<file path="src/rtl/convolutor_pkg.sv">
// Shared types and constants for the convolutor ROM reader.
package convolutor_pkg;

    typedef enum logic [1:0] {
        IDLE = 2'd0,
        RUN  = 2'd1,
        DONE = 2'd2
    } state_t;

    localparam int unsigned BUF_DEPTH = 2;
    localparam int unsigned OCCW      = $clog2(BUF_DEPTH + 1);

endpackage

</file>
<file path="src/rtl/convolutor_rom_reader_fifo2.sv">
// Two-entry FIFO of {last, data} that absorbs stream backpressure for the ROM reader.
module convolutor_rom_reader_fifo2
    import convolutor_pkg::*;
#(
    parameter int WIDTH = 8
) (
    input  logic             clk,
    input  logic             rst_n,
    input  logic             flush,
    input  logic             push,
    input  logic             push_last,
    input  logic [WIDTH-1:0] push_data,
    input  logic             pop,
    output logic [WIDTH-1:0] head_data,
    output logic             head_last,
    output logic [OCCW-1:0]  occ
);

    logic [WIDTH:0] mem [BUF_DEPTH];
    logic           wr_ptr;
    logic           rd_ptr;

    // NOTE: the two entries are reset so that data_o reads zero out of reset;
    // a deep memory would normally be left unreset.
    always_ff @(posedge clk or negedge rst_n) begin
        if (!rst_n) begin
            for (int i = 0; i < BUF_DEPTH; i++) mem[i] <= '0;
            wr_ptr <= 1'b0;
            rd_ptr <= 1'b0;
            occ    <= '0;
        end else if (flush) begin
            wr_ptr <= 1'b0;
            rd_ptr <= 1'b0;
            occ    <= '0;
        end else begin
            if (push) begin
                mem[wr_ptr] <= {push_last, push_data};
                wr_ptr      <= ~wr_ptr;
            end
            if (pop) rd_ptr <= ~rd_ptr;
            occ <= occ + OCCW'(push) - OCCW'(pop);
        end
    end

    assign {head_last, head_data} = mem[rd_ptr];

endmodule

</file>
<file path="src/rtl/convolutor_rom_reader.sv">
// Block reader for convolutor_simple_rom_p: sequences ROM addresses and streams words out.
// Optional abort input enabled by defining CONV_ROM_READER_ABORT_EN.
module convolutor_rom_reader
    import convolutor_pkg::*;
#(
    parameter int WIDTH = 8,
    parameter int DEPTH = 16,
    parameter int ADDRW = $clog2(DEPTH),
    parameter int LENW  = ADDRW + 1
) (
    input  logic             clk,
    input  logic             rst_n,
    input  logic             start_i,
    input  logic [ADDRW-1:0] base_addr_i,
    input  logic [LENW-1:0]  length_i,
    output logic             busy_o,
    output logic             done_o,
    output logic [ADDRW-1:0] rom_addr_o,
    input  logic [WIDTH-1:0] rom_data_i,
    output logic [WIDTH-1:0] data_o,
    output logic             valid_o,
    output logic             last_o,
`ifdef CONV_ROM_READER_ABORT_EN
    input  logic             abort_i,
`endif
    input  logic             ready_i
);

    state_t           state_q, state_d;
    logic [ADDRW-1:0] addr_q;
    logic [LENW-1:0]  words_left_q;
    logic             inflight_q;
    logic             inflight_last_q;
    logic [OCCW-1:0]  occ;
    logic [WIDTH-1:0] head_data;
    logic             head_last;
    logic             pop;
    logic             issue;
    logic             abort;
    logic [2:0]       pending;

`ifdef CONV_ROM_READER_ABORT_EN
    assign abort = abort_i & (state_q == RUN);
`else
    assign abort = 1'b0;
`endif

    assign valid_o    = (occ != '0);
    assign pop        = valid_o & ready_i;
    assign data_o     = head_data;
    assign last_o     = valid_o & head_last;
    assign rom_addr_o = addr_q;

    // Words already buffered or on their way must leave room for one more read.
    assign pending = 3'({1'b0, occ}) + 3'(inflight_q);
    assign issue   = (state_q == RUN) && (words_left_q != '0) && (pending < 3'd2 + 3'(pop));

    // NOTE: sequential state uses non-blocking assignments so every flop samples
    // pre-edge values regardless of process ordering.
    always_ff @(posedge clk or negedge rst_n) begin
        if (!rst_n) state_q <= IDLE;
        else        state_q <= state_d;
    end

    // NOTE: defaulting state_d before the case keeps this block free of latches.
    always_comb begin
        state_d = state_q;
        case (state_q)
            IDLE: if (start_i) state_d = (length_i == '0) ? DONE : RUN;
            RUN: begin
                if (abort)                  state_d = IDLE;
                else if (pop && head_last)  state_d = DONE;
            end
            DONE:    state_d = IDLE;
            default: state_d = IDLE;
        endcase
    end

    always_comb begin
        busy_o = (state_q != IDLE);
        done_o = (state_q == DONE);
    end

    always_ff @(posedge clk or negedge rst_n) begin
        if (!rst_n) begin
            addr_q          <= '0;
            words_left_q    <= '0;
            inflight_q      <= 1'b0;
            inflight_last_q <= 1'b0;
        end else begin
            inflight_q      <= issue & ~abort;
            inflight_last_q <= issue && (words_left_q == LENW'(1));
            if (state_q == IDLE && start_i) begin
                addr_q       <= base_addr_i;
                words_left_q <= length_i;
            end else if (abort) begin
                words_left_q <= '0;
            end else if (issue) begin
                addr_q       <= addr_q + ADDRW'(1);
                words_left_q <= words_left_q - LENW'(1);
            end
        end
    end

    convolutor_rom_reader_fifo2 #(.WIDTH(WIDTH)) u_fifo (
        .clk       (clk),
        .rst_n     (rst_n),
        .flush     (abort),
        .push      (inflight_q & ~abort),
        .push_last (inflight_last_q),
        .push_data (rom_data_i),
        .pop       (pop),
        .head_data (head_data),
        .head_last (head_last),
        .occ       (occ)
    );

endmodule

</file>
<file path="config.mk">
export PLATFORM = sky130hd
export DESIGN_NAME = convolutor_rom_reader
export DESIGN_NICKNAME = d
export VERILOG_FILES = /design/src/rtl/convolutor_pkg.sv /design/src/rtl/convolutor_rom_reader_fifo2.sv /design/src/rtl/convolutor_rom_reader.sv
export SDC_FILE = /design/constraint.sdc
export NUM_CORES = 1
export LEC_CHECK = 0
export BUFFER_PORTS_ARGS = -buffer_cell sky130_fd_sc_hd__buf_4
export CAP_MARGIN = 15
export CELL_PAD_IN_SITES_DETAIL_PLACEMENT = 0
export CELL_PAD_IN_SITES_GLOBAL_PLACEMENT = 1
export CORE_ASPECT_RATIO = 1.5
export CORE_MARGIN = 2
export CORE_UTILIZATION = 23
export CTS_BUF_LIST = sky130_fd_sc_hd__clkbuf_4
export CTS_CLUSTER_DIAMETER = 80
export DETAILED_ROUTE_END_ITERATION = 12
export PLACE_DENSITY = 0.46
export SETUP_SLACK_MARGIN = 0.1
export SLEW_MARGIN = 0
export SYNTH_ARGS = -nofsm -noshare
export SYNTH_HDL_FRONTEND = slang
export SYNTH_SLANG_ARGS = --single-unit
</file>
<file path="constraint.sdc">
create_clock -name clk -period 6.1 [get_ports clk]
set_input_delay 1.22 -clock clk [delete_from_list [all_inputs] [get_ports clk]]
set_output_delay 1.22 -clock clk [all_outputs]
set_load 0.005 [all_outputs]
</file>
==> metrics <==
DR DRC count=0; final setup margin=~3.3 ns; Congestion Overflow GR=0; core box area=between 7000 and 8000 µm²; fin cells=a little under 300; Vias/cell=approximately 4.6; Psw=approximately 0.44 mW; Setup crit start=u_fifo.rd_ptr$_DFFE_PN0P_; CTS root buf=clkbuf_4; count leader, synth=dfrtp_1; top cell type's share of synthesized area=slightly above 50%; CTS resizes=0; Sw Share=about 36%; setup bufs post-CTS=0; RSZ-0062 raised after global routing=false; fraction of layout cells with a size suffix above 1=between 30% and 40%; DRT Pass-1 Iters=4; Die Footprint=between 8000 and 9000 µm²; Logic pwr share=47.3%; die height=111 µm; skew final=around 0.0062 ns; Setup crit end=last_o; Crit path largest cell delay=between 0.6 and 0.7 ns; DR iter-0 viols=17; DP HPWL=slightly above 3000 µm; FF+latch count, synth=35; Slew @ Worst Pin=1.02 ns; TritonCTS clock tree=done; cts-stage hold buffer count=0; All-Layer GR Usage=roughly 11%; Finish-stage setup viols=0; diode count=0; post-route ant nets=0; Initial Util=around a quarter; HP Class=flop to flop; clock-pin slew on the worst setup and hold paths=about 0.12 ns; IO Port Bufs=36; Worst EP arrival=about 1.6 ns; clock share of power=17.3%; number of global-route vias before repair=~1.4k; initial antenna violation count=0; crit-path cells=mux2i_1 -> nor2_1 -> buf_4; Slowest-stage cell, CP=dfrtp_1; routed wire length=about 4100 µm; flop2flop setup slack=between 3 and 4 ns; Slew HR=roughly a third; largest net degree at the start of global routing=36; Placer Congestion=between 0.7 and 0.8; Layout area overhead=27.1%; post-route clock period utilization=between 40% and 50%; Die W=approximately 75 µm; synth cell count leaders=dfrtp_1 (35), mux2_2 (26), nor2_1 (11); number of synthesized flops with an enable pin=0; Setup crit start kind=flop; final core occ=a little under a third; power density cells=between 500 and 600 nW/µm²; outcome=finished clean; Crit. End Element=output pin; syn_area_per_cell=11.6 µm²; Internal=between 0.7 and 0.8 mW; reg2reg end=words_left_q[3]$_DFFE_PN0P_; Fmax=approximately 360 MHz; Cell Count Post-Placement=281; via count=about 1.3k; leading area contributor after synthesis=dfrtp_1; Sink Count=35; Clock Latency Late Sink=between 0.3 and 0.4 ns; top cells by area, synth=dfrtp_1 (50%), mux2_2 (17%), ha_1 (5.0%), nor2_1 (2.4%), inv_1 (1.7%); worst vdd ir=198 µV; Tot Pwr=roughly 1.2 mW; nets@finish=roughly 220; RR Startpoint=words_left_q[0]$_DFFE_PN0P_; fin crit period=2.81 ns; Clock Path Buffers=2; IO Pins=37; CP Class=flop to output pin; Hold Fails Final Rpt=0; std cell rows=38; Syn Nets=between 150 and 200; first-pass GRT wire length=just over 7000 µm; pre-CTS setup slack=about 3.4 ns; Fillers=between 700 and 800; top_reg_cell synth=dfrtp_1; sum of negative setup slack=0 ns; Cell variety after synth=36; synth warn=0; Max-Cap Viols=0; TritonCTS Buffers=5; sequential share of power=between 30% and 40%; Post-Syn Instances=150; cells on worst reg2reg path=6; Crit path required time=roughly 4.9 ns; max-slew violation total from the final report=0; Post-Syn Area=~1700 µm²; WL/cell=between 10 and 15 µm; Pleak=around 0.97 nW; worst-path fanout max=10; H-Tree Depth=2; Post-synth ARST share=between 90% and 100%; sequential area share after synthesis=a little over 50%
==> cells in the final DEF, fill, tap and decap left out, types with 2 or more instances in the layout <==
cell | synthesis | final
clkbuf_4 | 0 | 5
o31ai_1 | 3 | 3
inv_1 | 8 | 8
ha_1 | 7 | 7
o311ai_0 | 2 | 2
nand4b_1 | 2 | 2
o21ai_0 | 4 | 4
dfrtp_1 | 35 | 35
mux2_2 | 26 | 26
nor3_1 | 3 | 3
nand3_1 | 4 | 4
or3_1 | 3 | 3
o211ai_1 | 2 | 2
nor2b_1 | 2 | 2
nor3b_1 | 3 | 3
or4_1 | 2 | 2
a31oi_1 | 4 | 4
nor2_1 | 11 | 11
xnor2_1 | 3 | 3
a21oi_1 | 2 | 2
buf_4 | 2 | 36
nand2_1 | 6 | 6
bufinv_16 | 0 | 2
==> power by group through the flow <==
stage | sequential, mW | combinational (mW) | clock [mW]
finish | 0.434 | 0.580 | 0.213
global placement | 0.436 | 0.581 | 0
global route | 0.455 | 0.656 | 0.233
floorplan | 0.406 | 0.416 | 0
CTS | 0.437 | 0.594 | 0.220
detailed placement | 0.442 | 0.591 | 0
==> cell families (layout without fill, tap and decap cells) <==
family	Yosys count	in the layout	share of synthesized area [%]
DFF	35	35	50.3
and+or+nand+nor	40	40	12.5
buffers and inverters	13	52	3.30
xor gates and xnor gates	4	4	2.01
AOI/OAI and AO/OA	24	24	9.55
muxes	27	27	17.4
adders and majority gates	7	7	5.02
==> flip-flops by register name, summed over array words and instances, names as in the netlist <==
| signal | count |
|---|---|
| u_fifo.rd_ptr | 1 |
| inflight_q | 1 |
| rom_addr_o | 4 |
| state_q | 2 |
| u_fifo.wr_ptr | 1 |
| u_fifo.mem | 18 |
| inflight_last_q | 1 |
| words_left_q | 5 |
| u_fifo.occ | 2 |
==> through the flow <==
stage | cell area [µm²] | hold slack (ns)
finish | 2220 | 0.501
global route | 2220 | 0.534
global placement | 2110 | 0.475
detailed placement | 2110 | 0.489
floorplan | 1740 | 0.463
CTS | 2220 | 0.505
==> worst min-delay path by stage <==
stage	cells past startpoint	startpoint	slack (ns)	end
2_1_floorplan	1	u_fifo.wr_ptr$_DFFE_PN0P_	0.46	u_fifo.wr_ptr$_DFFE_PN0P_
3_3_place_gp	1	u_fifo.wr_ptr$_DFFE_PN0P_	0.48	u_fifo.wr_ptr$_DFFE_PN0P_
3_5_place_dp	1	u_fifo.wr_ptr$_DFFE_PN0P_	0.49	u_fifo.wr_ptr$_DFFE_PN0P_
4_1_cts	1	u_fifo.wr_ptr$_DFFE_PN0P_	0.51	u_fifo.wr_ptr$_DFFE_PN0P_
5_1_grt	1	u_fifo.mem[12]$_DFFE_PN0P_	0.53	u_fifo.mem[12]$_DFFE_PN0P_
6_report	1	u_fifo.wr_ptr$_DFFE_PN0P_	0.50	u_fifo.wr_ptr$_DFFE_PN0P_
==> critical path, delay by kind of cell (launching register included) <==
family | cells | cell delay (ns)
muxes | 1 | 0.38
DFF | 1 | 0.65
buffers and inverters | 1 | 0.14
and+or+nand+nor | 1 | 0.07
==> per-layer routing <==
layer  share of wire, %  track usage [%]
met3                5.2             2.83
met2                 55             19.9
met4                1.3             3.21
met1                 39             12.0
met5                  0                0
==> area by class of cell <==
cell class,count,area (µm²),share of cell area (%)
flip-flops and latches,35,876,39.5
multi-input cells,102,810,36.5
repair buffers,36,270,12.2
well taps,100,125,5.65
clock inverters,3,67.6,3.05
clock buffers,5,37.5,1.69
inverters,8,30.0,1.36
Note: power is estimated with default switching activity, not from simulation.
